[config.mk]
export PLATFORM = sky130hd
export DESIGN_NAME = link_burst_top
export DESIGN_NICKNAME = d
export VERILOG_FILES = /design/src/rtl/link_burst_top.sv
export SDC_FILE = /design/constraint.sdc
export NUM_CORES = 1
export LEC_CHECK = 0
export BUFFER_PORTS_ARGS = -buffer_cell sky130_fd_sc_hd__clkbuf_2
export CAP_MARGIN = 10
export CORE_ASPECT_RATIO = 0.7
export CORE_MARGIN = 5
export CORE_UTILIZATION = 59
export CTS_CLUSTER_DIAMETER = 30
export DETAILED_ROUTE_END_ITERATION = 10
export GPL_TIMING_DRIVEN = 0
export PLACE_DENSITY = 0.84
export SLEW_MARGIN = 20
export SYNTH_ARGS = -nofsm -noshare
export SYNTH_HDL_FRONTEND = slang
export SYNTH_SLANG_ARGS = --single-unit
[constraint.sdc]
create_clock -name clk -period 3.6 [get_ports clk]
set_input_delay 0.54 -clock clk [delete_from_list [all_inputs] [get_ports clk]]
set_output_delay 0.54 -clock clk [all_outputs]
set_load 0.1 [all_outputs]
[src/rtl/link_burst_top.sv]
// rtl/link_burst_top.sv - master/slave req/ack burst link with checksum and done pulse
module link_burst_top #(
    parameter int DATA_W    = 8,
    parameter int MAX_LEN   = 15,
    parameter int SEED      = 'hA0,
    parameter int STEP      = 1,
    parameter int ACK_DELAY = 0,
    localparam int LEN_W    = $clog2(MAX_LEN + 1)
) (
    input  logic              clk,
    input  logic              rst,
    input  logic              start,
    input  logic [LEN_W-1:0]  len,
    output logic              busy,
    output logic              done,
    output logic              req,
    output logic              ack,
    output logic [DATA_W-1:0] data,
    output logic [DATA_W-1:0] last_word,
    output logic [LEN_W-1:0]  word_count,
    output logic [DATA_W-1:0] checksum
);
    localparam int DLY_W = (ACK_DELAY > 1) ? $clog2(ACK_DELAY) : 1;
    localparam logic [DATA_W-1:0] SEED_W    = DATA_W'(SEED);
    localparam logic [DATA_W-1:0] STEP_W    = DATA_W'(STEP);
    localparam logic [LEN_W-1:0]  MAX_LEN_W = LEN_W'(MAX_LEN);
    localparam logic [DLY_W-1:0]  DLY_LOAD  = DLY_W'(ACK_DELAY - 1);

    typedef enum logic [1:0] {M_IDLE, M_REQ, M_WAIT_ACK_LOW} m_state_t;
    typedef enum logic [1:0] {S_IDLE, S_DELAY, S_ACK} s_state_t;

    m_state_t m_state, m_next;
    s_state_t s_state, s_next;

    logic [LEN_W-1:0] len_eff;
    logic [LEN_W-1:0] len_q;
    logic [LEN_W-1:0] idx;
    logic [DLY_W-1:0] dly;
    logic             zero_pend;
    logic             accept;
    logic             launch;
    logic             zero_hit;
    logic             step;
    logic             finish;
    logic             at_last;

    assign len_eff = (len > MAX_LEN_W) ? MAX_LEN_W : len;
    assign at_last = (idx == len_q - LEN_W'(1));

    // A zero-length start holds off further starts for one cycle so done lands one edge later.
    always_comb begin
        m_next   = m_state;
        accept   = 1'b0;
        launch   = 1'b0;
        zero_hit = 1'b0;
        step     = 1'b0;
        finish   = 1'b0;
        case (m_state)
            M_IDLE: begin
                accept   = start && !zero_pend;
                launch   = accept && (len_eff != '0);
                zero_hit = accept && (len_eff == '0);
                if (launch) m_next = M_REQ;
            end
            M_REQ: begin
                if (ack) m_next = M_WAIT_ACK_LOW;
            end
            M_WAIT_ACK_LOW: begin
                if (!ack) begin
                    finish = at_last;
                    step   = !at_last;
                    m_next = at_last ? M_IDLE : M_REQ;
                end
            end
            default: m_next = M_IDLE;
        endcase
    end

    always_ff @(posedge clk) begin
        if (rst) begin
            m_state   <= M_IDLE;
            req       <= 1'b0;
            busy      <= 1'b0;
            done      <= 1'b0;
            data      <= '0;
            idx       <= '0;
            len_q     <= '0;
            zero_pend <= 1'b0;
        end else begin
            m_state   <= m_next;
            done      <= zero_pend || finish;
            zero_pend <= zero_hit;
            if (launch) begin
                len_q <= len_eff;
                idx   <= '0;
                data  <= SEED_W;
                req   <= 1'b1;
                busy  <= 1'b1;
            end
            if (m_state == M_REQ && ack) req <= 1'b0;
            if (step) begin
                idx  <= idx + LEN_W'(1);
                data <= data + STEP_W;
                req  <= 1'b1;
            end
            if (finish) busy <= 1'b0;
        end
    end

    always_comb begin
        s_next = s_state;
        case (s_state)
            S_IDLE:  if (req) s_next = (ACK_DELAY == 0) ? S_ACK : S_DELAY;
            S_DELAY: if (dly == '0) s_next = S_ACK;
            S_ACK:   if (!req) s_next = S_IDLE;
            default: s_next = S_IDLE;
        endcase
    end

    // Accumulators are cleared on any accepted start; req is always low then, so no latch collides.
    always_ff @(posedge clk) begin
        if (rst) begin
            s_state    <= S_IDLE;
            ack        <= 1'b0;
            dly        <= '0;
            last_word  <= '0;
            word_count <= '0;
            checksum   <= '0;
        end else begin
            s_state <= s_next;
            if (accept) begin
                checksum   <= '0;
                word_count <= '0;
            end else if (s_state == S_IDLE && req) begin
                last_word  <= data;
                checksum   <= checksum + data;
                word_count <= word_count + LEN_W'(1);
                if (ACK_DELAY == 0) ack <= 1'b1;
                else                dly <= DLY_LOAD;
            end
            if (s_state == S_DELAY) begin
                if (dly == '0) ack <= 1'b1;
                else           dly <= dly - DLY_W'(1);
            end
            if (s_state == S_ACK && !req) ack <= 1'b0;
        end
    end
endmodule
==> results summary, run 1 <==
The worst-path maximum fanout is 7. The number of port buffers came out at 37. From left edge to right edge, the die measures 82.48 um.

The routability congestion estimate from global placement came out at 0.7889. The residual overflow from global routing came out at 0. The number of synthesized register bits is 44.

For the worst-skew pair, the clock arrives at the later sink with an insertion delay of 0.30 ns. The area of all placed cells without fillers came out at 2507 um^2. The commonest cells after synthesis are dfxtp_1 (44), nor2_1 (44), a21oi_1 (17). During synthesis, Yosys emitted a total of 0 warnings.

The leakage power came out at 1.118 nW. The layout overhead on the synthesized area is 15.57%. The total power density per cell area is 437.9 nW/um^2.

The final HPWL from detailed placement is 3533 um. The hold violation total from the final report is 0. The combined global-route utilization of all metal layers is 0.2147. The initial antenna violation count came out at 0. The sequential-to-total area share from yosys stat is 0.4060.

The cell area that synthesis handed to floorplanning was 2170 um^2. The total wire length is 4896 um. The actual slew at the worst max-slew pin came out at 0.5957 ns.

The average wire per standard cell came out at 14.57 um. The final count of pins violating max slew came to 0. The overall via count from detail_route came out at 1839. After detailed routing, the number of remaining DRC violations is 0. The initial utilization of the core area, before any placement, comes to 0.6136.

The core region is 3536 um^2. The critical path launch point type is a flip-flop. Clock skew on the completed layout was measured at 0.007515 ns.

The number of antenna repair diodes came out at 0. Among all flip-flop cells after synthesis, the most frequent one is dfxtp_1. The first global-routing pass estimated 8093 um of wire. The type of the setup path with the least slack is reg -> reg. The sum of negative setup slack came out at 0 ns. The die covers 5009 um^2. The peak ir drop on the vdd network is 0.0002647 V. The run finished with clean final reports. Gates resized during post-CTS repair numbered 0. The number of H-tree levels came out at 2. In the final design database the tool counted 306 nets. The total of max-cap violations is 0. The fill cell total of the finished layout came out at 291. The detailed-route vias per instance came out at 5.473. Entering global routing, the biggest net connects 13 pins. For this block, the initial DRC count from the detailed router was 120. Counting every instance in the synthesized netlist gives 241. Counting every sink on the clock net gives 44.

The fraction of final layout cells with drive strength greater than 1 came out at 0.2028. The tightest slew margin relative to the limit came out at 0.6029. The average instance in the mapped netlist occupies 9.002 um^2. The number of global-route vias before repair was 1720. The post-synthesis async set-or-reset flop share is 0. The share of the cycle needed by the critical path after routing came out at 0.6982. The worst hold path belongs to the class in -> reg.

By area the synthesized netlist is led by dfxtp_1 (41%), nor2_1 (7.6%), ha_1 (7.5%). The number of synthesized flops with an enable pin came out at 0. The instance area after placement is 2417 um^2. The maximum buffer depth of the clock tree came out at 2. For the worst setup path, the data arrival time is 2.75 ns. The number of failing setup endpoints in the final timing report is 0. The fraction of synthesized cell area taken by the top area cell type came out at 0.4060. The highest clock rate came out at 0.3979 GHz.

For this run, the detailed router's first-pass iteration total came to 4. The count of different cell masters after synthesis is 45. The post-cts hold buffer count came out at 0. For the worst setup path, the data required time is 3.84 ns. Setup repair after global routing left no endpoint under its margin.

The setup fix buffers added after clock tree synthesis came out at 0. The clock slew at the register clock pins of the worst setup and hold paths is 0.08 ns. TritonCTS built the clock tree.

The number of clock buffers added by TritonCTS is 5. The post-synthesis net count came out at 262. The number of nets still failing antenna checks after routing is 0. The clock tree root buffer cell is clkbuf_8. The number of top-level pins came out at 39. The capturing element type of the critical path is a flip-flop. The biggest area contributor in the post-synthesis netlist is dfxtp_1. The floorplan die height came out at 60.74 um. The smallest clock period supported by the final layout is computed as 2.513 ns. The floorplan has 18 rows.
==> metrics by stage <==
step / utilization / setup WS, ns / total power (W) / instances / hold slack (ns)
after floorplan: - / 0.7359 / 0.0007417 / 241 / 0.4496
after global placement: 0.6837 / 1.221 / 0.0007816 / 328 / 0.4618
after detailed placement: 0.6837 / 1.177 / 0.0007860 / 328 / 0.4693
after CTS: 0.7091 / 1.070 / 0.001101 / 336 / 0.4762
after global routing: 0.7091 / 0.8648 / 0.001149 / 336 / 0.4914
final: 0.7091 / 1.087 / 0.001098 / 336 / 0.4756
==> flip-flops by register name (all words and copies together) (netlist names) <==
name	cells
ack	1
busy	1
checksum	8
data	8
done	1
idx	4
last_word	8
len_q	4
m_state	2
req	1
s_state	1
word_count	4
zero_pend	1
==> power by group <==
| part | total, W | switching, W | internal, W |
|---|---|---|---|
| clock network | 0.000321 | 0.000164 | 0.000157 |
| registers | 0.000530 | 0.0000226 | 0.000508 |
| logic | 0.000247 | 0.000178 | 0.0000692 |
| total | 0.00110 | 0.000364 | 0.000734 |
==> cell families after synthesis <==
logic type,Yosys count,synth area share
adder cells (fa/ha/maj),14,0.08420
XOR/XNOR,14,0.06286
multiplexers,13,0.05997
buffers and inverters,21,0.04152
AO/OA/AOI/OAI,51,0.1551
flip-flops,44,0.4060
AND/OR/NAND/NOR,84,0.1903
==> routing by layer <==
metal / vias to the layer above / GRT usage / wire length [um]
li1: 925 / - / -
met4: 0 / 0.09242 / 101
met5: - / 0 / 0
met2: 51 / 0.3219 / 2124
met3: 12 / 0.06083 / 287
met1: 851 / 0.2904 / 2382
==> critical path: stages, from the launching register on <==
cell      delay (ns)
dfxtp_1         0.48
ha_1            0.26
inv_1           0.09
fa_1            0.43
nor2b_1         0.14
o21ai_0         0.10
a21boi_0        0.23
o21ai_0         0.16
or4b_1          0.48
nand3_1         0.09
==> placed cells by master (no fill, tap or decap), types with 2 or more instances in the layout <==
cell and instances:
nand3_1 5, a211oi_1 9, clkbuf_2 37, o21ai_0 6, o21a_1 2, o21ai_1 4, clkbuf_8 6, nor2b_1 4
nor3b_1 2, mux2i_1 13, dfxtp_1 44, nand4_1 2, nand2b_1 4, nand2_1 10, a21oi_1 17, inv_1 10
a22oi_1 2, ha_1 13, clkbuf_1 9, nor2_1 44, a22oi_2 2, xor2_1 6, buf_2 3, xnor2_1 7
nand3b_1 3
==> area by class of cell <==
type / count / area, um^2 / area share
multi-input combinational: 176 / 1199 / 0.4780
sequential: 44 / 880.8 / 0.3513
timing repair buffer: 37 / 185.2 / 0.07385
clock buffer: 8 / 90.09 / 0.03593
tap: 50 / 62.56 / 0.02495
buffer: 11 / 52.55 / 0.02096
inverter: 10 / 37.54 / 0.01497
==> path summary, 6_finish.rpt <==
| kind | cells past startpoint | from | slack, ns | to |
|---|---|---|---|---|
| worst max register to register | 9 | data[0] | 1.09 | checksum[6] |
| worst max-delay path | 9 | data[0] | 1.09 | checksum[6] |
| worst min-delay path | 3 | len[3] | 0.48 | len_q[3] |
| worst min register to register | 2 | len_q[3] | 0.48 | len_q[3] |
Note: power is estimated with default switching activity, not from simulation.
==> run 2: changes to the inputs <==
--- a/config.mk
+++ b/config.mk
@@ -9,11 +9,11 @@
 export CAP_MARGIN = 10
 export CORE_ASPECT_RATIO = 0.7
 export CORE_MARGIN = 5
-export CORE_UTILIZATION = 59
+export CORE_UTILIZATION = 55
 export CTS_CLUSTER_DIAMETER = 30
 export DETAILED_ROUTE_END_ITERATION = 10
 export GPL_TIMING_DRIVEN = 0
-export PLACE_DENSITY = 0.84
+export PLACE_DENSITY = 0.79
 export SLEW_MARGIN = 20
 export SYNTH_ARGS = -nofsm -noshare
 export SYNTH_HDL_FRONTEND = slang
==> constraint.sdc (replaced) <==
create_clock -name clk -period 2.4 [get_ports clk]
set_input_delay 0.36 -clock clk [delete_from_list [all_inputs] [get_ports clk]]
set_output_delay 0.36 -clock clk [all_outputs]
set_load 0.1 [all_outputs]
==> run 2 against run 1 <==
Effect of this change:
- global-route usage is 3.3 points lower
- combinational power up 49%
- core utilization decreased by 5.5 points
- die area grew 6.2%
- final cell count increased by 0.89%
- sequential cell count stayed put
- clock power rose by 50%
- total power is 50% higher
- final area rose by 1.0%
- critical endpoint unchanged
==> results summary, run 2 (synthesis gave the netlist of run 1 again) <==
The area of all placed cells without fillers came out at 2534 um^2 (+1.0%). The area of all sequential standard cells came out at 897.1 um^2 (+1.8%). In the layout the commonest cells are nor2_1 (44), clkbuf_2 (37), dfxtp_1 (35). The clock network latency to the later pin of the worst-skew pair came to 0.30 ns (about the same). The capturing element type of the critical path is a flip-flop. The signal arrival time at the worst endpoint is 2.52 ns (-0.23 ns). The actual slew at the worst max-slew pin was 0.6751 ns (+0.07938 ns). The number of iterations in the first detailed-routing pass is 4 (unchanged).

The number of global-route vias before repair came to 1679 (-2.4%). The met1 wire length is 2288 um (-3.9%). The number of placement rows is 19 (+1).

In this run the clock root is driven by a clkbuf_8. The fill cell total of the finished layout came to 345 (+19%). The core outline area is 3875 um^2 (+9.6%). The clock slew at the register clock pins of the worst setup and hold paths is 0.08 ns (about the same).

The number of clock sinks seen by CTS came to 44 (unchanged). The number of failing setup endpoints in the final timing report came out at 0 (unchanged). The die area is 5321 um^2 (+6.2%). The instance area after placement is 2436 um^2 (+0.78%). The post-route worst setup slack is 0.1218 ns (-0.9647 ns). The final count of pins violating max slew came out at 0 (unchanged).

The post-layout minimum cycle time came to 2.278 ns (-0.2353 ns). The number of top-level pins came out at 39 (unchanged). The number of buffers and inverters on the critical path came out at 1 (unchanged). The leakage power came out at 1.129 nW (+0.96%). The average wire per standard cell is 13.74 um (-5.7%). The placed instance count is 330 (+0.61%). The floorplan die width came to 85.07 um (+3.1%). The total of max-cap violations is 0 (unchanged). The first-pass GRT wire length was 7838 um (-3.2%). The initial antenna violation count is 0 (unchanged). The share of the cycle needed by the critical path after routing came out at 0.9492 (+0.2510).

The number of remaining DRC errors is 0 (unchanged). The residual overflow from global routing is 0 (unchanged). The routed wire length on met3 came out at 254 um (-11%). Routed signal wires occupy layers up through met4. The number of nets still failing antenna checks after routing came out at 0 (unchanged). The slowest stage of the critical path is the or4b_1 cell. The pin count of the biggest net entering global routing is 13 (unchanged). The clock tree from TritonCTS is done. The worst-path maximum fanout came out at 7 (unchanged).

The overall via count from detail_route is 1807 (-1.7%). The final HPWL from detailed placement is 3481 um (-1.5%). The number of H-tree levels came out at 2 (unchanged). The floorplan die height came out at 62.55 um (+3.0%).

The routability congestion estimate from global placement is 0.8234 (+4.4%). The maximum cell stage delay along the critical path came out at 0.49 ns (about the same). The path class of the lowest-slack min-delay path is in -> reg. The hold violation total from the final report came out at 0 (unchanged). The critical path launch point type is a flip-flop. The total power density per cell area came out at 647.9 nW/um^2 (+48%). The worst setup path is of the reg -> reg kind. The number of design-rule violations left by the first detailed-router iteration is 70 (-42%). The cell that appears most often on the critical path is o21ai_0. The maximum buffer depth of the clock tree came out at 2 (unchanged).

The peak ir drop on the vdd network came out at 0.0003549 V (+34%). The fraction of final layout cells with drive strength greater than 1 is 0.2369 (+0.03414). The total wire length is 4659 um (-4.8%). The starting density of the core came out at 0.5599 (-0.05369).

The post-cts hold buffer count is 0 (unchanged). The combined global-route utilization of all metal layers came out at 0.1816 (-0.03315). The total CTS buffers came to 5 (unchanged). The family with the most delay on the worst path is simple AND/OR/NAND/NOR gates. The setup skew after layout came to 0.004620 ns (-0.002895 ns). The critical path goes through ha_1 -> inv_1 -> fa_1 -> nor2b_1 -> o21ai_0 -> a21boi_1 -> o21ai_0 -> or4b_1 -> nand3_1. The number of antenna repair diodes is 0 (unchanged). The detailed-route vias per instance came to 5.330 (-2.6%). The area of combinational cells with multiple inputs is 1199 um^2 (unchanged). The area growth from synthesis to layout is 16.78%.

The required arrival time at the worst endpoint is 2.64 ns (-1.20 ns). The met2 wire length came to 2042 um (-3.9%). The library cell used most frequently in the layout, excluding fill and tap cells, is nor2_1. The tightest hold margin came out at 0.2925 ns (-0.1831 ns). The highest clock rate came out at 0.4390 GHz (+10%).

The total power came out at 0.001642 W (+50%). The run finished with clean final reports. The tightest slew margin relative to the limit came to 0.5499 (-0.05292).

The worst slack after detailed placement came out at 0.05339 ns (-1.124 ns). The final net count is 307 (+0.33%). The largest registers in the layout are checksum (8), data (8), last_word (8). The number of port buffers is 37 (unchanged). The filler-free cell count of the finished design is 339 (+0.89%).
==> run 2: worst paths after layout <==
path                 start     endpoint  slack, ns  cells after the start
setup reg to reg   data[0]  checksum[6]       0.12                      9
hold / removal      len[3]     len_q[3]       0.29                      3
hold reg to reg   len_q[3]     len_q[3]       0.47                      2
setup / recovery   data[0]  checksum[6]       0.12                      9
==> run 2: what timing repair did <==
item	CTS	global route
setup buffers	0	1
setup endpoints to repair	0	1
resized for setup	0	1
==> run 2: power breakdown <==
part,total [W],switching (W),internal [W]
clock network,0.000480,0.000245,0.000235
registers,0.000795,0.0000350,0.000760
logic,0.000367,0.000264,0.000103
==> run 2: worst reg2reg max path: stages (launching register included) <==
cell	delay [ns]
dfxtp_4	0.39
ha_1	0.21
inv_1	0.07
fa_1	0.40
nor2b_1	0.12
o21ai_0	0.10
a21boi_1	0.18
o21ai_0	0.16
or4b_1	0.49
nand3_1	0.11
==> run 2: metrics by stage <==
stage                       util  setup TNS, ns
after floorplan                -              0
after global placement    0.6287              0
after global routing      0.6539      -0.009413
after CTS                 0.6519              0
final                     0.6539              0
after detailed placement  0.6287              0
==> run 2: per-layer routing <==
layer  global-route usage  vias to the layer above
li1                     -                      925
met1               0.2429                      832
met2               0.2791                       41
met3              0.04611                        9
met4              0.07115                        0
met5                    0                        -
==> run 2: area by class of cell <==
| type | instances | area share |
|---|---|---|
| sequential | 44 | 0.3541 |
| multi-input combinational | 176 | 0.4731 |
| inverter | 10 | 0.01481 |
| timing repair buffer | 38 | 0.07605 |
| clock buffer | 8 | 0.03556 |
| tap | 52 | 0.02568 |
| buffer | 11 | 0.02074 |
